==> src/rtl/mem_arb_pkg.sv <==
// Shared encodings for the instruction/data memory arbiter.
package mem_arb_pkg;

  // Arbiter FSM state, 2-bit encoding.
  typedef enum logic [1:0] {
    IDLE = 2'd0,
    INST = 2'd1,
    DATA = 2'd2,
    RESP = 2'd3
  } arb_state_t;

  // Which port was granted most recently.
  typedef enum logic {
    GNT_INST = 1'b0,
    GNT_DATA = 1'b1
  } grant_t;

endpackage

==> src/rtl/mem_arbiter.sv <==
// Round-robin arbiter sharing one single-ported memory between an
// instruction-fetch read port and a data read/write port.
module mem_arbiter
  import mem_arb_pkg::*;
#(
  parameter int unsigned MEM_LATENCY = 2
) (
  input  logic        clk,
  input  logic        rst,
  input  logic        if_req,
  input  logic [31:0] if_addr,
  output logic [31:0] if_rdata,
  output logic        if_ready,
  input  logic        d_req,
  input  logic        d_we,
  input  logic [31:0] d_addr,
  input  logic [31:0] d_wdata,
  output logic [31:0] d_rdata,
  output logic        d_ready,
  output logic        mem_en,
  output logic        mem_we,
  output logic [31:0] mem_addr,
  output logic [31:0] mem_wdata,
  input  logic [31:0] mem_rdata,
  output logic        if_stall,
  output logic        d_stall
);

  localparam logic [3:0] LAST_CNT = 4'(MEM_LATENCY - 1);

  arb_state_t  state;
  grant_t      last_grant;
  logic [3:0]  cnt;
  logic [31:0] addr_q;
  logic [31:0] wdata_q;
  logic        we_q;
  logic        active;

  // FSM: grant in IDLE, count out the memory latency, capture read data and
  // pulse ready, then spend one RESP cycle so a held request is not re-issued.
  always_ff @(posedge clk or posedge rst) begin
    if (rst) begin
      state      <= IDLE;
      last_grant <= GNT_INST;
      cnt        <= '0;
      addr_q     <= '0;
      wdata_q    <= '0;
      we_q       <= 1'b0;
      if_rdata   <= '0;
      d_rdata    <= '0;
      if_ready   <= 1'b0;
      d_ready    <= 1'b0;
    end else begin
      if_ready <= 1'b0;
      d_ready  <= 1'b0;
      case (state)
        IDLE: begin
          if (if_req || d_req) begin
            cnt <= '0;
            if (d_req && (!if_req || last_grant == GNT_INST)) begin
              state      <= DATA;
              addr_q     <= d_addr;
              we_q       <= d_we;
              wdata_q    <= d_wdata;
              last_grant <= GNT_DATA;
            end else begin
              state      <= INST;
              addr_q     <= if_addr;
              we_q       <= 1'b0;
              wdata_q    <= '0;
              last_grant <= GNT_INST;
            end
          end
        end
        INST, DATA: begin
          cnt <= cnt + 4'd1;
          if (cnt == LAST_CNT) begin
            state <= RESP;
            if (state == INST) begin
              if_rdata <= mem_rdata;
              if_ready <= 1'b1;
            end else begin
              if (!we_q) d_rdata <= mem_rdata;
              d_ready <= 1'b1;
            end
          end
        end
        RESP:    state <= IDLE;
        default: state <= IDLE;
      endcase
    end
  end

  // Memory-side outputs decode straight from registered state, so they are
  // zero in IDLE/RESP and drop immediately when rst forces IDLE.
  always_comb begin
    active    = (state == INST) || (state == DATA);
    mem_en    = active;
    mem_addr  = active ? addr_q  : '0;
    mem_wdata = active ? wdata_q : '0;
    mem_we    = (state == DATA) && we_q && (cnt == LAST_CNT);
  end

  // Requester stall indications.
  always_comb begin
    if_stall = if_req & ~if_ready;
    d_stall  = d_req  & ~d_ready;
  end

endmodule

==> config.mk <==
export PLATFORM = sky130hd
export DESIGN_NAME = mem_arbiter
export DESIGN_NICKNAME = d
export VERILOG_FILES = /design/src/rtl/mem_arb_pkg.sv /design/src/rtl/mem_arbiter.sv
export SDC_FILE = /design/constraint.sdc
export NUM_CORES = 1
export LEC_CHECK = 0
export CAP_MARGIN = 20
export CORE_ASPECT_RATIO = 0.5
export CORE_UTILIZATION = 42
export DETAILED_ROUTE_END_ITERATION = 10
export PLACE_DENSITY = 0.77
export SLEW_MARGIN = 10
export SYNTH_ARGS = -nofsm -noshare
export SYNTH_HDL_FRONTEND = slang
export SYNTH_SLANG_ARGS = --single-unit
==> constraint.sdc <==
create_clock -name clk -period 5.4 [get_ports clk]
set_input_delay 0.54 -clock clk [delete_from_list [all_inputs] [get_ports clk]]
set_output_delay 0.54 -clock clk [all_outputs]
set_load 0.02 [all_outputs]
[Word level (Yosys, flattened, before mapping)]
Index checks and enable logic that the tools add are counted.
Word-level totals
  word-level logic and storage cells: 57
  output and inout bits: 134
  bits in registers: 138
  input port bits: 133
Cells by class
  $add $sub $neg: 1
  bitwise logic cells: 7
  multiplexer cells: 18
  reduce and logical (&&, ||, !) cells: 15
  equal/unequal tests: 6
Operator list (count)
  2-to-1 mux 32 bit: 4
  2-to-1 mux 1 bit: 8
  case mux 4 bit (2 select lines): 1
  2-to-1 mux 2 bit: 3
  case mux 2 bit (3 select lines): 1
  AND reduction 2 bit: 3
  NOT 1 bit: 5
  adder 4 x 1 -> 4 bit, second input constant: 1
  equality test 2 bit, second input constant: 2
  equality test 4 x 1 -> 1 bit, second input constant: 1
  2-to-1 mux 4 bit: 1
  inequality test 2 bit, second input constant: 2
  AND reduction 4 bit: 1
  logical AND 1 bit: 3
  logical OR 1 bit: 3
  AND reduction 3 bit: 1
  AND 1 bit: 2
  equality test 2 x 1 -> 1 bit, second input constant: 1
  logical NOT 2 bit: 1
  nonzero test 2 bit: 1
  OR reduction 2 bit: 1
  logical NOT 1 bit: 1

[Depth between registers and ports, before layout]
  word-level depth: 6
  mapped depth: 7
  mapped depth without buffers: 5

[Least setup slack after synthesis]
OpenSTA, ideal clock, no wires.
  path type: register -> output
  start point: register state[0]
  end point: output port mem_addr[10]
  path slack: 3298 ps
  data arrival time: 1562 ps
  data required time: 4860 ps
  stages on the path, launching flop included: 6
  buffers on the path: 2
  cells stage by stage: dfrtp_1 -> inv_1 -> ha_1 -> buf_2 -> clkbuf_1 -> and2_1
Between the ends
  word-level cells in the longest chain between the ends: 3
  elaborated cells between the ends (all ways): 4
  classes of those cells: eq/ne (2); mux (1); reduce/logical (1)
RTL lines
  start, declared: line mem_arbiter.sv:31  | arb_state_t state;
  start signal, assigned: line mem_arbiter.sv:43  | state <= IDLE;
  start signal, assigned: line mem_arbiter.sv:61  | state <= DATA;
  start signal, assigned: line mem_arbiter.sv:67  | state <= INST;
  equality test 2 x 1 -> 1 bit / equality test 2 bit (equally long branches): line mem_arbiter.sv:97  | active = (state == INST) || (state == DATA);
  logical OR 1 bit (*): line mem_arbiter.sv:97
  via mem_en: line mem_arbiter.sv:20  | output logic mem_en,
  2-to-1 mux 32 bit (*): line mem_arbiter.sv:99  | mem_addr = active ? addr_q : '0;
  end, declared: line mem_arbiter.sv:22  | output logic [31:0] mem_addr,
The timed path passes the listed nets; every way through them passes the cells marked *.

[Worst setup path after layout]
  start point: register state[0]
  end point: output port mem_addr[31]
Between the ends
  word-level cells in the longest chain between the ends: 3
  elaborated cells between the ends (all ways): 4
  classes of those cells: eq/ne (2); mux (1); reduce/logical (1)
RTL lines (line)
  equality test 2 x 1 -> 1 bit / equality test 2 bit (equally long branches): mem_arbiter.sv:97
  logical OR 1 bit (*): mem_arbiter.sv:97
  2-to-1 mux 32 bit (*): mem_arbiter.sv:99
Every way passes the cells marked *; elsewhere a longest branch is shown, timed or not.

==> qor.yml <==
status: "complete, no violations"
antenna_found_initial: 0
nNetsFinal: 877
num_antenna_cells: 0
layout-drive-gt1-share_pct: 14.42
final_cell_area_um2: 9428
die_area_um2: 15020
track_usage_pct: 20.86
avgSynthCellArea_um2: 12.72
port_buffers: 266
path_cells: "inv_1 > ha_2 > buf_12 > and2_1 > clkdlybuf4s50_1"
synth_cell_type_count: 32
grt_use_met1_pct: 26.22
vdd_drop_max_v: 0.0003591
grt_pass1_vias: 4644
rows: 30
clock-root-buffer: "clkbuf_16"
grt_pass1_wl_mm: 24.19
min_period_ns: 3.064
worst_pin_slew_ns: 0.9666
ys.warnings.count: 0
cts_resized: 0
finalSetupTns_ns: 0
slew_headroom_pct: 35.31
post_cts_buffers: 0
rsz0062_at_grt: "false"
wl_per_cell_um: 16.17
synth_top_area_share_pct: 56.70
cts.sinks: 138
die_y_um: 87.16
grt-busiest-layer: "met2"
synth_area_um2: 6091
h-tree-depth: 4
arrival_ns: 2.52
die_w_um: 172.3
start_util_pct: 43.97
hold_viol_final: 0
netlist_instances: 479
cts_tree: "built"
vias: 4558
worst_clock_skew_ns: 0.01034
drtAntennaViolNets: 0
fmax_mhz: 326.3
worstSetupEndpointType: "output pin"
drc_errors: 0
grt_max_degree: 88
pre_cts_ws_ns: 2.322
path_class: "reg2out"
gr-usage-met2_pct: 36.18
areaGrowthSynthToFinish_pct: 54.79
yosys-top-cells-area: "dfrtp_1 (57%), mux2_2 (11%), and2_1 (6.7%), mux2i_1 (5.4%), a22o_1 (4.9%)"
dp_hpwl_mm: 10.52
drv_cap: 0
final_max_slew_viol_count: 0
cp-start-kind: "register"
place_congestion: 0.7083
fin_crit_sh_pct: 56.75
p_per_area_nw_per_um2: 655.4
yosysTopAreaCell: "dfrtp_1"
grt_overflow: 0
crit_required_ns: 4.86
drt-initial-drc-count: 136
finalWorstSetupSlack_ns: 2.336
clock_path_buffers: 2
cp_max_fo: 62
place_area_um2: 8845
path_clk_slew_ns: 0.06
reg2reg_depth: 5
cts_made_buffers: 17
cp_slowest_cell: "clkdlybuf4s50_1"
finalSetupViolations: 0
via_per_inst: 4.844
holdPathStages: 2
p_leak_nw: 4.063
io_pins: 267
hold_class: "reg2reg"
synth_nets: 619
yosysSeqAreaShare_pct: 56.70
max_stage_delay_ns: 0.62
wirelength_mm: 15.22
cts_hold_buf: 0
fp.coreArea_um2: 13850
drtPass1Iterations: 4
post-route-util_pct: 68.07
worstSkewPairLatency_ns: 0.40
use_met3_pct: 4.771
ys_seq_elements: 138
[layout by cell type (no fill, tap or decap), types with 2 or more instances in the layout]
cell type	n
clkdlybuf4s50_1	266
dfrtp_1	138
and2_1	65
mux2_2	62
o21ai_0	35
a22o_1	34
mux2i_1	33
nand2_1	33
clkbuf_16	17
inv_6	7
ha_1	6
inv_1	5
nand2b_1	4
clkinvlp_4	4
buf_4	4
nor3b_1	3
nor2_1	3
a21o_1	3
and3_1	3
nand3_4	2
mux2_4	2
a221oi_1	2
nor2b_1	2
[cells in the mapped netlist]
cell / number
nor3b_4: 1
nor4b_1: 1
mux2_4: 2
clkbuf_1: 16
ha_1: 7
buf_6: 7
inv_1: 6
o2bb2ai_1: 1
buf_2: 2
nor3b_1: 3
dfrtp_1: 138
o21ai_2: 1
a221o_1: 1
nor4bb_1: 1
nor2b_1: 2
or2_2: 1
and2_1: 65
nor2_1: 3
a22o_1: 34
a21boi_2: 1
mux2i_1: 33
a221oi_1: 2
o21bai_1: 1
nand2_1: 33
o21ai_0: 35
mux2_2: 62
or3b_1: 1
nand2b_1: 4
a21o_1: 3
nand3_4: 2
buf_4: 7
and3_1: 3
[layer usage]
layer / share of wire [%] / vias up
li1: - / 2184
met1: 43 / 2247
met2: 51 / 115
met3: 4.2 / 12
met4: 1.0 / 0
met5: 0 / -
[logic make-up after synthesis]
group                    Yosys count  synth area share, %
multiplexers                      97                17.38
AO/OA/AOI/OAI                     79                9.183
adder cells (fa/ha/maj)            7                1.438
AND/OR/NAND/NOR                  120                11.63
buffers and inverters             38                3.677
flip-flops                       138                56.70
[worst paths after layout]
| check | start | end | slack (ns) |
|---|---|---|---|
| max | state[0] | mem_addr[31] | 2.34 |
| max in group asynchronous | rst | addr_q[30] | 3.57 |
| max reg2reg | last_grant | wdata_q[10] | 3.17 |
| min reg2reg | addr_q[22] | addr_q[22] | 0.47 |
| min in group asynchronous | rst | if_ready | 0.64 |
| min | addr_q[22] | addr_q[22] | 0.47 |
[power breakdown]
group          internal, mW  switching [mW]  total [mW]
sequential             1.55           0.264        1.82
combinational          1.64            1.61        3.26
clock                 0.643           0.462        1.11
total                  3.84            2.34        6.18
[worst max-delay path, delay by kind of cell (launching register included)]
family                     cells  cell delay, ns
adders and majority gates      1            0.54
and+or+nand+nor                1            0.19
DFF                            1            0.38
buffers and inverters          3            1.01
[per-stage QoR]
stage	hold WS (ns)	std cells	total power [mW]
final	0.4677	941	6.179
after global routing	0.4902	941	6.563
after CTS	0.4751	940	6.214
after detailed placement	0.4619	909	5.068
after global placement	0.4538	909	5.008
after floorplan	0.4418	479	3.668
[registers in the layout, indices dropped and copies added, names as in the netlist]
signal / flops
addr_q: 32
d_rdata: 32
if_rdata: 32
wdata_q: 32
cnt: 4
state: 2
d_ready: 1
if_ready: 1
last_grant: 1
we_q: 1
[cell type report]
class,instances,area (µm²)
clock buffers,17,425.4
clock inverters,14,137.6
fillers,1018,4423
inverters,6,27.53
multi-input cells,303,2431
flip-flops and latches,138,3453
well taps,192,240.2
repair buffers,271,2713
Power figures use the tool's default switching activity.
